[src/rtl/imem_loader.sv]
// Packs little-endian bytes into N-bit words and writes them to imem from address 0, holding the CPU in reset.
// Start->RECV in 1 cycle, word write 1 cycle after its last byte; in_ready is low outside RECV, no timeout.
module imem_loader #(
    parameter int N  = 32,
    parameter int AW = 6
) (
    input  logic          clk,
    input  logic          reset,
    input  logic          start,
    input  logic [AW:0]   len,
    input  logic          in_valid,
    input  logic [7:0]    in_data,
    output logic          in_ready,
    output logic          mem_we,
    output logic [AW-1:0] mem_addr,
    output logic [N-1:0]  mem_wdata,
    output logic          cpu_reset,
    output logic          busy,
    output logic          done,
    output logic          err
);
    localparam int BPW   = N / 8;
    localparam int BCW   = (BPW > 1) ? $clog2(BPW) : 1;
    localparam int DEPTH = 1 << AW;

    typedef enum logic [1:0] {IDLE, RECV, WRITE, DONE} state_t;

    state_t         state;
    logic [BCW-1:0] byte_cnt;
    logic [AW-1:0]  word_addr;
    logic [AW:0]    len_q;
    logic [N-1:0]   asm_word;
    logic           len_ok;

    assign len_ok    = (len != '0) && (int'(len) <= DEPTH);
    assign mem_addr  = word_addr;
    assign mem_wdata = asm_word;

    // Outputs are registered alongside the state they belong to.
    always_ff @(posedge clk) begin
        if (reset) begin
            state     <= IDLE;
            byte_cnt  <= '0;
            word_addr <= '0;
            len_q     <= '0;
            asm_word  <= '0;
            in_ready  <= 1'b0;
            mem_we    <= 1'b0;
            cpu_reset <= 1'b1;
            busy      <= 1'b0;
            done      <= 1'b0;
            err       <= 1'b0;
        end else begin
            err    <= 1'b0;
            mem_we <= 1'b0;
            case (state)
                IDLE, DONE: begin
                    if (start) begin
                        if (len_ok) begin
                            state     <= RECV;
                            len_q     <= len;
                            word_addr <= '0;
                            byte_cnt  <= '0;
                            in_ready  <= 1'b1;
                            busy      <= 1'b1;
                            cpu_reset <= 1'b1;
                            done      <= 1'b0;
                        end else begin
                            err <= 1'b1;
                        end
                    end
                end
                RECV: begin
                    if (in_valid) begin
                        for (int k = 0; k < BPW; k++) begin
                            if (byte_cnt == BCW'(k)) asm_word[8*k +: 8] <= in_data;
                        end
                        if (byte_cnt == BCW'(BPW - 1)) begin
                            byte_cnt <= '0;
                            state    <= WRITE;
                            in_ready <= 1'b0;
                            mem_we   <= 1'b1;
                        end else begin
                            byte_cnt <= byte_cnt + 1'b1;
                        end
                    end
                end
                WRITE: begin
                    // len_q is at least 1, so the subtraction cannot underflow.
                    if ({1'b0, word_addr} == len_q - 1'b1) begin
                        state     <= DONE;
                        busy      <= 1'b0;
                        done      <= 1'b1;
                        cpu_reset <= 1'b0;
                    end else begin
                        word_addr <= word_addr + 1'b1;
                        state     <= RECV;
                        in_ready  <= 1'b1;
                    end
                end
                default: state <= IDLE;
            endcase
        end
    end
endmodule

[config.mk]
export PLATFORM = sky130hd
export DESIGN_NAME = imem_loader
export DESIGN_NICKNAME = d
export VERILOG_FILES = /design/src/rtl/imem_loader.sv
export SDC_FILE = /design/constraint.sdc
export NUM_CORES = 1
export LEC_CHECK = 0
export ABC_AREA = 1
export BUFFER_PORTS_ARGS = -buffer_cell sky130_fd_sc_hd__buf_4
export CELL_PAD_IN_SITES_DETAIL_PLACEMENT = 1
export CELL_PAD_IN_SITES_GLOBAL_PLACEMENT = 1
export CORE_ASPECT_RATIO = 0.7
export CORE_MARGIN = 5
export CORE_UTILIZATION = 34
export DETAILED_ROUTE_END_ITERATION = 8
export MAX_ROUTING_LAYER = met4
export PLACE_DENSITY = 0.83
export SLEW_MARGIN = 10
export SYNTH_ARGS = -nofsm -noshare
export SYNTH_HDL_FRONTEND = slang
export SYNTH_SLANG_ARGS = --single-unit
export TNS_END_PERCENT = 1
[constraint.sdc]
create_clock -name clk -period 1.65 [get_ports clk]
set_input_delay 0.165 -clock clk [delete_from_list [all_inputs] [get_ports clk]]
set_output_delay 0.165 -clock clk [all_outputs]
set_load 0.05 [all_outputs]
==> results by group <==
Logic synthesis
  • Syn nets: 380
  • Area share of the largest cell type after synthesis: 0.4301
  • Post-synth cell types: 27
  • List of most frequent post-synthesis cells: 92 x nand2_1, 55 x dfxtp_1, 50 x a21oi_1
  • Top-count cell post-synth: nand2_1
  • FF+latch count, synth: 55
  • Warnings, synthesis: 0
  • Ys flop type: dfxtp_1
  • Post-synth EDFFs: 0
  • Post-synth top area cell: dfxtp_1
  • Cells after synthesis: 352
  • Post-Syn Area: 2560 µm²
  • Register area share after synthesis: 0.4301
  • Post-synth ARST share: 0
  • Mapped Avg Cell Area: about 7.3 µm²
  • Cells taking the most area after synthesis: dfxtp_1 43%, nand2_1 13%, a21oi_1 9.8%, nand3_1 9.6%, ha_1 4.4%

Power and ir drop
  • PD cells: 938.3 nW/µm²
  • Psw: 1.063 mW
  • LEAKAGE: 1.414 nW
  • Worst VDD drop: 0.0006136 V
  • Clk network pwr share: 0.281
  • Gate power share: 0.267
  • Internal Pwr Total: 2.145 mW
  • Seq pwr share: 0.453
  • Switching portion of total power: 0.3313
  • Total power: roughly 3.2 mW

STA
  • Slew Viols, Final: 0
  • F_max: 623.4 MHz
  • RSZ-0062 raised after global routing: true
  • Endpoints failing setup: 0
  • Max Clock Skew: 0.008902 ns
  • Relative slew margins: 0.6771
  • Final worst-path cycle share: 0.9722
  • Tmin final: 1.604 ns
  • WHS: 0.1433 ns
  • Worst-Margin Slew: 0.4844 ns
  • Final Hold Viols: 0

Clock tree
  • # hold bufs at CTS: 0
  • Num CTS Buffers: 5
  • Clk_lat worst skew: 0.31 ns
  • CTS clk-pin slew, worst paths: ~0.10 ns
  • H-tree depth: 2
  • Maximum clock path buffer count: 2
  • CTS Sinks: 55
  • Root Driver: clkbuf_8
  • CTS tree: yes

Worst hold path
  • HP Class: in -> reg
  • Hold path cells: 3

Global route
  • Initial antenna violation count: 0
  • Total gr overflow: 0
  • Largest net degree at the start of global routing: 43
  • Vias in the first global route: 2,636
  • Met3 usage: 0.02768
  • Global-route wire length before repair: approximately 13 mm
  • All-Layer GR Usage: 0.1792
  • GRT met2 Usage: 0.2920
  • Gr busiest metal: met2
  • GR Util met1: 0.2378

Layout
  • Area grow syn2layout: 33.53%
  • Fin cells: 522
  • Design Area, Final: 3418 µm²
  • # diodes: 0
  • Layout Nets: 452
  • Share of cells above drive strength 1: 0.3090
  • Fill count: 940

Critical path
  • Crit end category: flip-flop
  • R2r worst-path depth: 11
  • Max FO, Critical Path: 6
  • CP arrival: 1.79 ns
  • WP data required: 1.84 ns
  • Worst Setup Path Type: reg -> reg
  • CP Launch Type: flip-flop

Die
  • Core ar.: 7320 µm²
  • Boundary Pins: 63
  • Die width: 113.7 µm
  • Die H: 82.60 µm
  • Initial cell density of the core: 0.3497
  • Die outline area: 9392 µm²
  • Row cnt: 26

Routing
  • Pre-antenna DRT Iters: 4
  • Vias: roughly 2.6k
  • Avg WL per Cell: 15.63 µm
  • Vias per inst: 5.029
  • DR iter-0 viols: 119
  • Overall routed net length: 8.160 mm
  • DRC Markers: 0
  • Final antenna-violating net count: 0

Placed design
  • Placed Area: about 3200 µm²
  • Placed cell count: 512
  • DPL Wire Length: 6.096 mm
  • RePlAce Congestion: 0.8269
  • Port Buffer Count: between 60 and 70

Status
  • Status: completed

Job
  • Max Cap Viol: 0
[metrics by stage]
stage          setup slack, ns  TNS (ns)    util
4_1_cts               0.008593         0  0.4624
3_5_place_dp           -0.1252   -0.9525  0.4374
3_3_place_gp          -0.01289  -0.04504  0.4374
5_1_grt               -0.08448   -0.6354  0.4670
2_1_floorplan         0.003798         0       -
6_report               0.04591         0  0.4670
[kinds of logic after synthesis]
family                     synth area share
xor gates and xnor gates            0.01711
and+or+nand+nor                      0.3182
adders and majority gates           0.04399
buffers and inverters               0.06304
AOI/OAI and AO/OA                    0.1276
DFF                                  0.4301
[layer usage]
| layer | wire length [µm] | vias up |
|---|---|---|
| met2 | 3868 | 30 |
| met5 | 0 | - |
| met3 | 253 | 4 |
| met1 | 3999 | 1288 |
| li1 | - | 1303 |
| met4 | 38 | 0 |
[cells in the final DEF, fill, tap and decap left out, types with 2 or more instances in the layout]
cell,instances
nand3_2,3
nor2_1,19
inv_2,7
o21ai_0,6
nand2_4,5
o21ai_1,2
nand2_2,6
xor2_1,3
nand2_1,86
dfxtp_2,8
a21oi_1,47
nand4_1,3
nor3_1,2
nand3_1,48
nor2_2,2
ha_1,7
nand3b_1,2
a21oi_2,5
xnor2_1,2
clkbuf_8,5
dfxtp_1,47
inv_1,17
nor2_4,3
buf_4,80
[worst max-delay path: stages, from the launching register on]
cell	delay (ns)
dfxtp_2	0.35
inv_1	0.06
ha_1	0.25
nand3_2	0.09
nor2_1	0.12
nand2_1	0.10
nor2_4	0.13
nand2_4	0.12
nand2_4	0.09
nand2_2	0.05
nand2_1	0.06
nand3_1	0.05
[power by group through the flow]
stage | combinational [mW] | clock (mW) | sequential (mW)
detailed placement | 0.777 | 0 | 1.48
finish | 0.856 | 0.900 | 1.45
global placement | 0.751 | 0 | 1.47
floorplan | 0.383 | 0 | 1.59
global route | 0.936 | 0.994 | 1.46
CTS | 0.832 | 0.935 | 1.45
[sequential cells by signal, indices dropped and copies added (netlist names)]
register and flops:
done 1, byte_cnt 2, state 2, cpu_reset 1, mem_addr 6, busy 1, err 1, mem_we 1
len_q 7, mem_wdata 32, in_ready 1
[final timing paths]
kind,start,endpoint,slack [ns]
setup / recovery,state[0]$_SDFFE_PP0P_,cpu_reset$_SDFFE_PP1P_,0.05
hold / removal,len[5],len_q[5]$_SDFFE_PP0P_,0.14
setup reg to reg,state[0]$_SDFFE_PP0P_,cpu_reset$_SDFFE_PP1P_,0.05
hold reg to reg,mem_wdata[10]$_SDFFE_PP0P_,mem_wdata[10]$_SDFFE_PP0P_,0.47
[layout make-up]
cell class	count	area [µm²]	share of cell area
clock buffers	5	68.82	0.02013
inverters	24	90.09	0.02635
flip-flops and latches	55	1111	0.3250
multi-input cells	258	1388	0.4059
well taps	98	122.6	0.03587
repair buffers	80	600.6	0.1757
clock inverters	2	37.54	0.01098
[timing repair]
action / CTS / global route
setup buffers: 3 / 0
pin swaps: 6 / 13
resized for setup: 15 / 15
cloned: 1 / 0
setup endpoints to repair: 12 / 21
(Power assumes the default switching activity.)
